<file path="src/rtl/latch_ctrl_pkg.sv">
// Shared types and defaults for the latch write scheduler.
package latch_ctrl_pkg;

  localparam int unsigned NUM_REQ         = 2;
  localparam int unsigned DEF_WIDTH       = 4;
  localparam int unsigned DEF_NUM_LATCHES = 4;
  localparam int unsigned DEF_OPEN_CYCLES = 2;
  localparam int unsigned CNT_W           = 4;

  typedef enum logic [2:0] {
    IDLE  = 3'd0,
    SETUP = 3'd1,
    OPEN  = 3'd2,
    HOLD  = 3'd3,
    DONE  = 3'd4
  } state_e;

endpackage

</file>
<file path="src/rtl/rr_arb2.sv">
// Two-input round-robin arbiter; priority flips to the loser after each taken grant.
module rr_arb2 (
  input  logic       clk,
  input  logic       rst,
  input  logic [1:0] req_i,
  input  logic       take_i,
  output logic [1:0] gnt_c_o
);

  logic prio_q, prio_d;

  // Grant: the priority holder wins a tie, a lone requester always wins.
  always_comb begin
    gnt_c_o = 2'b00;
    if (req_i == 2'b11) begin
      gnt_c_o[prio_q] = 1'b1;
    end else begin
      gnt_c_o = req_i;
    end
    prio_d = prio_q;
    if (take_i) begin
      prio_d = gnt_c_o[0];
    end
  end

  // Priority register, requester 0 first after reset.
  always_ff @(posedge clk or posedge rst) begin
    if (rst) begin
      prio_q <= 1'b0;
    end else begin
      prio_q <= prio_d;
    end
  end

endmodule

</file>
<file path="src/rtl/latch_wr_sched.sv">
// Write scheduler for a bank of D latches: setup, open window, hold, ack.
// Optional readback check enabled by LATCH_WR_SCHED_READBACK_EN.
module latch_wr_sched
  import latch_ctrl_pkg::*;
#(
  parameter int unsigned WIDTH       = DEF_WIDTH,
  parameter int unsigned NUM_LATCHES = DEF_NUM_LATCHES,
  parameter int unsigned OPEN_CYCLES = DEF_OPEN_CYCLES
) (
  input  logic                             clk,
  input  logic                             rst,
  input  logic [NUM_REQ-1:0]               req,
  input  logic [$clog2(NUM_LATCHES)-1:0]   addr0,
  input  logic [$clog2(NUM_LATCHES)-1:0]   addr1,
  input  logic [WIDTH-1:0]                 data0,
  input  logic [WIDTH-1:0]                 data1,
  output logic [NUM_REQ-1:0]               ack,
  output logic                             busy,
  output logic [WIDTH-1:0]                 lat_d,
  output logic [NUM_LATCHES-1:0]           lat_en,
  input  logic [NUM_LATCHES*WIDTH-1:0]     lat_q,
  output logic                             wr_err
);

  localparam int unsigned AW = $clog2(NUM_LATCHES);

  state_e                 state_q, state_d;
  logic [CNT_W-1:0]       cnt_q, cnt_d;
  logic [AW-1:0]          addr_q, addr_d;
  logic                   who_q, who_d;
  logic [WIDTH-1:0]       lat_d_q, lat_d_d;
  logic [NUM_LATCHES-1:0] lat_en_q, lat_en_d;
  logic [NUM_REQ-1:0]     ack_q, ack_d;
  logic                   busy_q, busy_d;
  logic                   wr_err_q, wr_err_d;
  logic [1:0]             gnt_c;
  logic                   take_c;
  logic                   mismatch_c;

  rr_arb2 u_arb (
    .clk     (clk),
    .rst     (rst),
    .req_i   (req),
    .take_i  (take_c),
    .gnt_c_o (gnt_c)
  );

`ifdef LATCH_WR_SCHED_READBACK_EN
  // Readback of the targeted latch word against the data still driven on lat_d.
  always_comb begin
    mismatch_c = (lat_q[addr_q*WIDTH +: WIDTH] != lat_d_q);
  end
`else
  logic lat_q_unused;
  assign lat_q_unused = ^lat_q;

  // Readback disabled: never flag an error.
  always_comb begin
    mismatch_c = 1'b0;
  end
`endif

  // Next state and next registered outputs.
  always_comb begin
    state_d  = state_q;
    cnt_d    = cnt_q;
    addr_d   = addr_q;
    who_d    = who_q;
    lat_d_d  = lat_d_q;
    take_c   = 1'b0;
    case (state_q)
      IDLE: begin
        if (req != '0) begin
          take_c  = 1'b1;
          who_d   = gnt_c[1];
          addr_d  = gnt_c[1] ? addr1 : addr0;
          lat_d_d = gnt_c[1] ? data1 : data0;
          state_d = SETUP;
        end
      end
      SETUP: begin
        cnt_d   = '0;
        state_d = OPEN;
      end
      OPEN: begin
        if (cnt_q == CNT_W'(OPEN_CYCLES - 1)) begin
          state_d = HOLD;
        end else begin
          cnt_d = cnt_q + CNT_W'(1);
        end
      end
      HOLD:    state_d = DONE;
      DONE:    state_d = IDLE;
      default: state_d = IDLE;
    endcase

    busy_d   = (state_d != IDLE);
    lat_en_d = (state_d == OPEN) ? (NUM_LATCHES'(1) << addr_d) : '0;
    ack_d    = '0;
    if (state_d == DONE) begin
      ack_d[who_d] = 1'b1;
    end
    wr_err_d = (state_d == DONE) && mismatch_c;
  end

  // State and output registers; reset aborts any write in flight.
  always_ff @(posedge clk or posedge rst) begin
    if (rst) begin
      state_q  <= IDLE;
      cnt_q    <= '0;
      addr_q   <= '0;
      who_q    <= 1'b0;
      lat_d_q  <= '0;
      lat_en_q <= '0;
      ack_q    <= '0;
      busy_q   <= 1'b0;
      wr_err_q <= 1'b0;
    end else begin
      state_q  <= state_d;
      cnt_q    <= cnt_d;
      addr_q   <= addr_d;
      who_q    <= who_d;
      lat_d_q  <= lat_d_d;
      lat_en_q <= lat_en_d;
      ack_q    <= ack_d;
      busy_q   <= busy_d;
      wr_err_q <= wr_err_d;
    end
  end

  assign ack    = ack_q;
  assign busy   = busy_q;
  assign lat_d  = lat_d_q;
  assign lat_en = lat_en_q;
  assign wr_err = wr_err_q;

endmodule

</file>
<file path="config.mk">
export PLATFORM = sky130hd
export DESIGN_NAME = latch_wr_sched
export DESIGN_NICKNAME = d
export VERILOG_FILES = /design/src/rtl/latch_ctrl_pkg.sv /design/src/rtl/rr_arb2.sv /design/src/rtl/latch_wr_sched.sv
export SDC_FILE = /design/constraint.sdc
export NUM_CORES = 1
export LEC_CHECK = 0
export CORE_MARGIN = 2
export CORE_UTILIZATION = 44
export CTS_BUF_LIST = sky130_fd_sc_hd__clkbuf_16
export DETAILED_ROUTE_END_ITERATION = 7
export GPL_TIMING_DRIVEN = 0
export HOLD_SLACK_MARGIN = 0.12
export PLACE_DENSITY = 0.78
export SYNTH_ARGS = -nofsm -noshare
export SYNTH_HDL_FRONTEND = slang
export SYNTH_SLANG_ARGS = --single-unit
</file>
<file path="constraint.sdc">
create_clock -name clk -period 2.73 [get_ports clk]
set_input_delay 0.273 -clock clk [delete_from_list [all_inputs] [get_ports clk]]
set_output_delay 0.273 -clock clk [all_outputs]
set_load 0.01 [all_outputs]
</file>
# == Word level (Yosys, flattened, before mapping) ==
# Cells that the tools add are included.
# classes
multipliers,0
div,0
n_reduce_logical,8
magnitude_cmp,4
shift,1
eq_ne,8
addsub,1
bitwise,0
mux,20
# op_table
cell,count
4-bit two-way mux,3
3-bit case mux with 4 select lines,1
2-bit two-way mux,5
"3-bit by 2-bit equality test with 1-bit output, second input constant",3
4-bit case mux with 2 select lines,1
1-bit two-way mux,6
3-bit two-way mux,2
"4-bit by 1-bit adder with 4-bit output, second input constant",1
"4-bit by 1-bit equality test with 1-bit output, second input constant",1
"1-bit by 2-bit < comparator with 1-bit output, second input constant",2
2-bit AND reduction,2
2-bit nonzero test,2
"1-bit by 2-bit << shifter with 4-bit output, first input constant",1
"3-bit by 1-bit equality test with 1-bit output, second input constant",1
"3-bit equality test, second input constant",1
3-bit logical NOT,1
3-bit nonzero test,1
1-bit demux with 1-bit select,2
"2-bit equality test, second input constant",1
"1-bit >= comparator, second input constant",2
1-bit logical AND,2
"2-bit != test, second input constant",1
# totals
memories,0
regBits,22
latchBits,0
romBits,0
ramBits,0

# == Logic depth before layout (Yosys ltp) ==
# Gate-level depths: netlist (run 1).
# depth
word_depth,12
depth_mapped,5
depth_no_buf,5

# == Hierarchy ==
# A second synthesis (run 1) with hierarchy kept.
# hier_totals
hier_cells,92
hier_area_um2,1074.8
# modules_own_cells
mod,n_inst,cells_each,area_per_inst_um2,seq_area_each_um2
latch_wr_sched,1,86,1008.5,525.5
rr_arb2,1,6,66.3,25.0

# == Worst setup path before layout (run 1) ==
# Ideal clock, no wire load.
# synth_path
kind,reg-to-reg
startpoint,register cnt_q[1]
endpoint,register state_q[0]
n_path_buf,0
setup_ns,0.111
path_stages_with_launch,5
t_arrival_ns,1.302
required_ns,2.619
path_slack_ns,1.317
cell_sequence,dfrtp_1 > inv_1 > ha_1 > or3b_1 > a2111oi_2
# synth_via
elab_chain_len,3
# synth_lines
element,line,text
"start, declared",latch_wr_sched.sv:28,"logic [CNT_W-1:0] cnt_q, cnt_d;"
"start signal, assigned",latch_wr_sched.sv:120,cnt_q <= cnt_d;
4-bit by 1-bit equality test with 1-bit output,latch_wr_sched.sv:86,if (cnt_q == CNT_W'(OPEN_CYCLES - 1)) begin
3-bit two-way mux,latch_wr_sched.sv:86,
3-bit case mux with 4 select lines,latch_wr_sched.sv:71,case (state_q)
via state_d[0],latch_wr_sched.sv:27,"state_e state_q, state_d;"
"end signal, assigned",latch_wr_sched.sv:119,state_q <= state_d;
"end, declared",latch_wr_sched.sv:27,
# The timed path passes the listed nets, and every way through them passes these cells.
# A chain may end at the register's enable or synchronous reset.

# == Final worst setup path (run 1) ==
# layout_path
startpoint,register cnt_q[1]
endpoint,"register lat_en_q[2], in the netlist lat_en[2]"
# layout_via
elab_chain_len,5
# layout_lines
element,line,text
4-bit by 1-bit equality test with 1-bit output,latch_wr_sched.sv:86,
3-bit two-way mux,latch_wr_sched.sv:86,
3-bit case mux with 4 select lines,latch_wr_sched.sv:71,
3-bit by 2-bit equality test with 1-bit output,latch_wr_sched.sv:98,lat_en_d = (state_d == OPEN) ? (NUM_LATCHES'(1) << addr_d) : '0;
4-bit two-way mux,latch_wr_sched.sv:98,
via lat_en_d[2],latch_wr_sched.sv:32,"logic [NUM_LATCHES-1:0] lat_en_q, lat_en_d;"
"end signal, assigned",latch_wr_sched.sv:124,lat_en_q <= lat_en_d;
"end, declared",latch_wr_sched.sv:32,
# The timed path passes the listed nets, and every way through them passes these cells.

==> results of run 1 <==
layer usage:
layer,up-vias,GRT usage [%]
met3,2,4.00
met5,-,0
met1,414,21.2
met2,30,35.8
li1,409,-
met4,0,9.83
power by group through the flow:
stage	Combinational, mW	Sequential [mW]	Clock (mW)
after floorplan	0.402	0.566	0
after global placement	0.630	0.554	0
after detailed placement	0.655	0.560	0
after CTS	0.660	0.560	0.315
after global routing	0.725	0.575	0.329
final	0.660	0.563	0.306
state kept, by name (all words and copies together), names as in the netlist:
| name | flops |
|---|---|
| lat_en | 4 |
| cnt_q | 4 |
| lat_d | 4 |
| state_q | 3 |
| busy | 1 |
| ack | 2 |
| who_q | 1 |
| addr_q | 2 |
| u_arb.prio_q | 1 |
kinds of logic (layout without fill, tap and decap cells):
kind of cell    Yosys count  after routing
compound gates           28             28
fa+ha+maj                 2              2
buf+inv                   9             39
flops                    22             22
other cells               1              1
simple gates             32             32
placed cells by master, fill, tap and decap left out, types with 3 or more instances in the layout:
cell | Yosys | layout
clkdlybuf4s50_1 | 0 | 26
dfrtp_1 | 22 | 22
o21bai_1 | 6 | 6
o221a_2 | 6 | 6
nand3_1 | 5 | 5
o21ai_0 | 4 | 4
inv_1 | 4 | 4
a21oi_1 | 4 | 4
nor2b_1 | 4 | 4
o211ai_1 | 3 | 3
nand2_1 | 3 | 3
clkbuf_16 | 0 | 3
final cells by class:
class,count,area share [%]
sequential,22,38.9
multi-input combinational,63,31.7
timing repair buffer,26,18.4
clock buffer,3,5.31
tap,28,2.48
buffer,5,1.95
inverter,4,1.06
clock inverter,1,0.265
final timing paths:
kind,start,to,slack [ps],cells past startpoint
worst max-delay path,cnt_q[1]$_DFFE_PP0P_,lat_en[2]$_DFF_PP0_,1110,5
worst min-delay path,who_q$_DFF_PP0_,ack[0]$_DFF_PP0_,440,1
worst max register to register,cnt_q[1]$_DFFE_PP0P_,lat_en[2]$_DFF_PP0_,1110,5
worst min register to register,who_q$_DFF_PP0_,ack[0]$_DFF_PP0_,440,1
max in group asynchronous,rst,cnt_q[0]$_DFFE_PP0P_,1700,2
min in group asynchronous,rst,lat_d[3]$_DFFE_PP0P_,500,2
==> impl.org, run 1 <==
** Yosys
- Cell type contributing the most total cell area after synthesis :: dfrtp_1
- Summing every instance area after synthesis gives roughly 1000 µm².
- Of the total synthesized cell area, the portion taken by AND, OR, NAND and NOR gates is a little under a fifth.
- Ranking of synthesized cells by area :: dfrtp_1, o221a_2, o21bai_1, ha_1, nand3_1
- In the synthesized netlist the dominant register cell turns out to be dfrtp_1.
- By area, the combinational part of the netlist is dominated by compound AO/OA/AOI/OAI gates.
- Post-Synthesis Net Count :: approximately 130
- Counting flops with an async set or reset pin after synthesis yields a share of 100%.
- Cell with the most instances after synthesis :: dfrtp_1
- Number of enable-type register cells in the synthesized netlist :: 0
- Sequential cells were found to cover between 50 and 60% of the synthesized design area.
- The cell count after synthesis came out at 94.
- Most numerous cell types in the synthesized netlist :: dfrtp_1, o21bai_1, o221a_2
- Post-Synth Adder-Cell Area :: 2.40%
- The average instance in the mapped netlist occupies about 11 µm².
- Measured against the total synthesized area, the mux share comes to 0%.
- Post-Synth XOR/XNOR Area :: 0%
- Synth unique cells :: 34
- Compound-cell area share of the yosys netlist :: a little over a fifth
- Of the post-synthesis cell area, the dominant cell type holds ~53%.
- After synthesis the netlist holds a flip-flop and latch count of 22.
- Warnings, synthesis :: 0

** Final layout
- 0 antenna diodes ended up in the layout.
- Number of fillers in the final layout :: 190
- Once layout is complete, the utilization of the core stands at approximately 63%.
- The net count of the finished layout is 159.
- Area Overhead vs Synth :: 35.9%
- Storage element area :: around 550 µm²
- Final cell count without fillers :: 152
- Once layout is done, the placed cells without fillers occupy between 1000 and 1500 µm².
- Footprint of the multi-input gates :: about 450 µm²
- Cells with a size suffix above 1 make up around an eighth of the layout.

** Drt
- For this block, wires on met1 add up to around 1000 µm.
- Once detail routing completed, the nets flagged for antenna violations numbered 0.
- After detailed routing, the number of remaining DRC violations is 0.
- Initial DRT Pass Iterations :: 4
- Across all layers, the routed design uses around 860 vias.
- After the first detailed-routing iteration, the DRC count stood at 16.
- Average routed wire per standard cell :: approximately 16 µm
- Wire segments on met3 add up to between 100 and 150 µm in the final route.
- The routed design uses between 1000 and 1500 µm of met2 wire.
- After detailed routing, no signal wire sits above met4.
- Using the TritonRoute via totals, the vias-per-cell ratio works out to 5.63.
- The routed design has 2380 µm of wire.

** Placement
- Post-Place Cell Area :: ~1300 µm²
- In this run the tool buffered the top-level ports with 26 buffer cells.
- Once detailed placement completed, the half-perimeter wirelength came to ~1700 µm.
- The number of placed instances, taps included, is around 150.
- Global placer's final weighted congestion :: slightly above 0.8
- Post-Place Worst Slack :: 960 ps

** Power
- Design Power :: approximately 1.5 mW
- P_int :: 0.996 mW
- Switching share of power :: between 30% and 40%
- Reported net switching power :: between 0.5 and 0.6 mW
- Per report_power, the clock group accounts for between 20% and 30% of the total.
- IR analysis of the VDD net gives a maximum drop of 0.680 mV.
- Summed over all cells, the static leakage comes to approximately 0.60 nW.
- Combinational logic is responsible for between 40% and 50% of the overall power.
- P per Cell Area :: 1080 nW/µm²
- The share of total power dissipated in sequential elements is 36.8%.

** Status
- The run finished with clean final reports.

** Floorplan
- The floorplan step defined a die boundary enclosing 2770 µm².
- Cell row count :: 17
- From bottom edge to top edge, the die measures 52.6 µm.
- Area of the core :: 2230 µm²
- For this configuration, the core starts out at a cell density of 46.6%.
- Width of the die :: between 50 and 60 µm
- Total I/O pin count :: 44

** Setup path
- Setup crit end kind :: flop
- Kind of cell adding the most delay to the critical path :: simple AND/OR/NAND/NOR gates
- Of all nets on the critical path, the largest fanout is 5.
- Kind of critical path :: flop to flop
- Critical-path cell with the highest stage delay :: dfrtp_1
- Critical path startpoint category :: flop
- Data on the critical path arrives at its endpoint at 1740 ps.
- Traced cell by cell, the critical path runs through inv_1, ha_1, or3b_1, a21oi_1, nor4b_1.
- The largest single stage delay on the critical path is 430 ps.
- Critical path required time :: ~2900 ps
- Counting both buffers and inverters, the worst setup path holds a total of 1.

** Timing
- Worst-case clock skew :: about 3.7 ps
- Number of endpoints with negative hold slack in the final report :: 0
- Number of setup violations in the final report :: 0
- Slew Limit Fails :: 0
- Final Cycle Share :: approximately three fifths
- The worst path in the final design needs a cycle of approximately 1600 ps, including I/O delays and setup.
- At the pin with the least slew margin, the transition time is approximately 840 ps.
- Maximum clock frequency :: between 600 and 700 MHz
- Hold timing on the final database bottoms out at a slack of between 400 and 500 ps.
- Setup ws final :: around 1100 ps
- Setup repair after global routing left no endpoint under its margin.
- Worst max-slew margin expressed relative to the limit :: about 44%
- Setup Total Neg Slack :: 0 ps

** CTS
- CTS HTree Levels :: 1
- Clock-pin slew was measured on the worst setup and hold paths at roughly 60 ps.
- CTS tree :: done
- Setup bufs post-CTS :: 0
- Quantity of hold-fixing buffers added after cts :: 0
- Clock Sinks :: 22
- Clk Tree Root Cell :: clkbuf_16
- Clk Latency, worst-skew pair :: 250 ps
- In this run, CTS created clock tree buffers numbering 3.
- Post_cts resized :: 0
- Largest buffer count on any clock path :: 2

** Global routing
- Overflow left after global routing :: 0
- The first global-routing pass estimated 3910 µm of wire.
- The number of global-route vias before repair was slightly above 900.
- Tot GR Track Use :: between 10% and 20%
- The number of antenna violations at the first check in global routing came to 0.
- Entering global routing, the biggest net connects 23 pins.

** Flow run
- The tool flagged a number of max-cap violations equal to 0.

** Hold path
- In this run the worst hold path is classified as flop to flop.
No activity file was read; power rests on OpenSTA's default activity.
==> run 2: changes to the inputs <==
--- a/config.mk
+++ b/config.mk
@@ -6,12 +6,12 @@
 export NUM_CORES = 1
 export LEC_CHECK = 0
 export CORE_MARGIN = 2
-export CORE_UTILIZATION = 44
+export CORE_UTILIZATION = 41
 export CTS_BUF_LIST = sky130_fd_sc_hd__clkbuf_16
 export DETAILED_ROUTE_END_ITERATION = 7
 export GPL_TIMING_DRIVEN = 0
 export HOLD_SLACK_MARGIN = 0.12
-export PLACE_DENSITY = 0.78
+export PLACE_DENSITY = 0.74
 export SYNTH_ARGS = -nofsm -noshare
 export SYNTH_HDL_FRONTEND = slang
 export SYNTH_SLANG_ARGS = --single-unit
==> constraint.sdc (replaced) <==
create_clock -name clk -period 1.5 [get_ports clk]
set_input_delay 0.15 -clock clk [delete_from_list [all_inputs] [get_ports clk]]
set_output_delay 0.15 -clock clk [all_outputs]
set_load 0.01 [all_outputs]
==> impl.org, run 2 (synthesized netlist as in run 1, its figures left out) <==
** Setup path
- The worst endpoint required time is 1650 ps (was 2850 ps).
- Critical path buffer and inverter count :: 1 (unchanged)
- Kind of cell adding the most delay to the critical path :: simple AND/OR/NAND/NOR gates (unchanged)
- The critical path startpoint category was a flop (unchanged).
- The arrival time reported for the critical path endpoint is 1630 ps (was 1740 ps).
- Worst Path Max Fanout :: 3 (was 5)
- Series of cell instances along the critical path: inv_1, ha_1, or3b_4, a2111oi_4 (was inv_1, ha_1, or3b_1, a21oi_1, nor4b_1).
- Setup crit end kind :: flop (unchanged)
- Kind of critical path :: flop to flop (unchanged)
- Critical-path cell with the highest stage delay :: or3b_4 (was dfrtp_1)
- The stage delay of the slowest cell on the critical path is 430 ps (about the same).

** Power
- The power density of the placed cells is 1970 nW/µm² (was 1080 nW/µm²).
- The peak supply drop came to 1.14 mV (was 0.680 mV).
- Design Power :: 2.94 mW (was 1.53 mW)
- The leakage power came to 0.628 nW (was 0.597 nW).

** CTS
- The root cell of the clock tree is clkbuf_16 (unchanged).
- The number of clock sinks is 22 (unchanged).
- Cts bufs inserted :: 3 (unchanged)
- CTS HTree Levels :: 1 (unchanged)
- Largest buffer count on any clock path :: 2 (unchanged)
- Clk Latency, worst-skew pair :: 250 ps (about the same)
- Quantity of hold-fixing buffers added after cts :: 0 (unchanged)
- Clock-pin slew on the worst setup and hold paths :: 60 ps (about the same)
- The TritonCTS clock tree was done (unchanged).

** Status
- Outcome :: finished, final reports clean (unchanged)

** Timing
- The pin slew with the least headroom to its limit came to 841 ps (was 840 ps).
- The minimum clock period is 1480 ps (was 1620 ps).
- Hold Worst Slack :: 368 ps (was 444 ps)
- The max-slew headroom at the worst pin was 43.9% (about the same).
- Setup repair after global routing missed its margin: true (was false).
- Number of setup violations in the final report :: 0 (unchanged)
- Final Cycle Share :: 98.4% (was 59.3%)
- The clock tree skew after final layout is 2.49 ps (was 3.75 ps).
- The achievable frequency came to 677 MHz (was 617 MHz).
- The total count of max-transition violations in the final report is 0 (unchanged).
- The number of hold violations in the final report was 0 (unchanged).

** Drt
- The remaining design rule violation count is 0 (unchanged).
- Via density per instance :: 5.58 (was 5.63)
- The final wirelength is 2270 µm (was 2380 µm).
- The total number of vias came to 882 (was 855).
- Final ANT Viol Nets :: 0 (unchanged)
- The first-pass iteration count of the detailed router is 4 (unchanged).
- Initial drt markers :: 11 (was 16)
- The average wire per standard cell is 14.4 µm (was 15.7 µm).

** Placement
- Port Buffers :: 26 (unchanged)
- The half-perimeter wire length after placement came to 1620 µm (was 1690 µm).
- Global placer's final weighted congestion :: 0.726 (was 0.805)

** Global routing
- The wire length of the first global-routing pass is 3860 µm (was 3910 µm).
- Maximum number of pins on one net before global-route repair :: 23 (unchanged)
- The number of antenna violations at the first check in global routing is 0 (unchanged).
- Overflow left after global routing :: 0 (unchanged)
- Tot GR Track Use :: 18.5% (was 19.7%)
- Via count of the first global-routing pass :: 909 (was 922)

** Floorplan
- The placeable core area is 2430 µm² (was 2230 µm²).
- Die Y-Extent :: 54.4 µm (was 52.6 µm)
- DIE AREA :: 2960 µm² (was 2770 µm²)
- Starting utilization of the core area :: 42.8% (was 46.6%)
- The die extent in x is 54.4 µm (was 52.6 µm).
- Total I/O pin count :: 44 (unchanged)
- The number of standard-cell rows in the floorplan was 18 (was 17).

** Final layout
- Antenna diode count :: 0 (unchanged)
- Post-layout nets :: 164 (was 159)
- The share of the core filled with cells in the final layout was 61.4% (was 63.4%).
- The share of layout cells above drive strength 1 came to 19.5% (was 12.1%).
- Area Overhead vs Synth :: 43.5% (was 35.9%)
- Leading cell types in the layout, fill and taps excluded :: clkdlybuf4s50_1, dfrtp_1, buf_4, o21bai_1, o221a_2 (was clkdlybuf4s50_1, dfrtp_1, o21bai_1, o221a_2, nand3_1)
- The commonest non-fill, non-tap cell in the layout is clkdlybuf4s50_1 (unchanged).

** Hold path
- Class of the most critical hold timing path :: input port to async pin (was flop to flop)

** Flow run
- Max capacitance violation total :: 0 (unchanged)
-- run 2: area by class of cell --
type	count	area (µm²)
plain buffers	5	28.8
repair buffers	31	298
well taps	30	37.5
inverters	4	15.0
flip-flops and latches	22	552
clock buffers	3	75.1
multi-input cells	63	488
fillers	206	938
-- run 2: where the power goes --
part,total [mW],leakage (nW),internal (mW),switching (mW)
registers,1.02,0.271,0.827,0.191
clock network,0.548,0.0370,0.352,0.197
logic,1.37,0.320,0.748,0.623
-- run 2: final timing paths --
| check | startpoint | to | slack, ps | depth (start not counted) |
|---|---|---|---|---|
| worst max-delay path | cnt_q[1]$_DFFE_PP0P_ | state_q[0]$_DFF_PP0_ | 20 | 4 |
| worst max register to register | cnt_q[1]$_DFFE_PP0P_ | state_q[0]$_DFF_PP0_ | 20 | 4 |
| worst min-delay path | rst | lat_d[1]$_DFFE_PP0P_ | 370 | 2 |
| worst min register to register | who_q$_DFF_PP0_ | ack[0]$_DFF_PP0_ | 440 | 1 |
| min in group clk | who_q$_DFF_PP0_ | ack[0]$_DFF_PP0_ | 440 | 1 |
| max in group asynchronous | rst | state_q[1]$_DFF_PP0_ | 560 | 2 |
-- run 2: per-layer routing --
layer / share of wire (%) / track usage [%] / vias up
met5: 0 / 0 / -
met2: 52 / 32.7 / 22
met4: 0.79 / 7.50 / 0
li1: - / - / 422
met1: 43 / 21.6 / 436
met3: 4.1 / 3.83 / 2
-- run 2: metrics by stage --
stage               cell area [µm²]  setup WS [ps]  instances  setup TNS, ps
global route                   1490          -11.7        158          -19.4
floorplan                      1040           86.6         94              0
CTS                            1460           28.1        158              0
detailed placement             1340           -150        150          -1340
global placement               1340          -73.7        150           -618
finish                         1490           23.5        158              0
-- run 2: timing repair --
| item | CTS | global route |
|---|---|---|
| gates cloned | 0 | 0 |
| hold endpoints to repair | 0 | 0 |
| resized for setup | 2 | 7 |
| setup buffers | 5 | 0 |
| pin swaps | 1 | 0 |
| endpoints found under the setup margin | 12 | 12 |
==> run 3: changes to the inputs <==
--- a/config.mk
+++ b/config.mk
@@ -12,6 +12,7 @@
 export GPL_TIMING_DRIVEN = 0
 export HOLD_SLACK_MARGIN = 0.12
 export PLACE_DENSITY = 0.74
+export SLEW_MARGIN = 5
 export SYNTH_ARGS = -nofsm -noshare
 export SYNTH_HDL_FRONTEND = slang
 export SYNTH_SLANG_ARGS = --single-unit
==> results of run 3 <==
No change in the layout: final DEF, timing and power equal those of run 2.
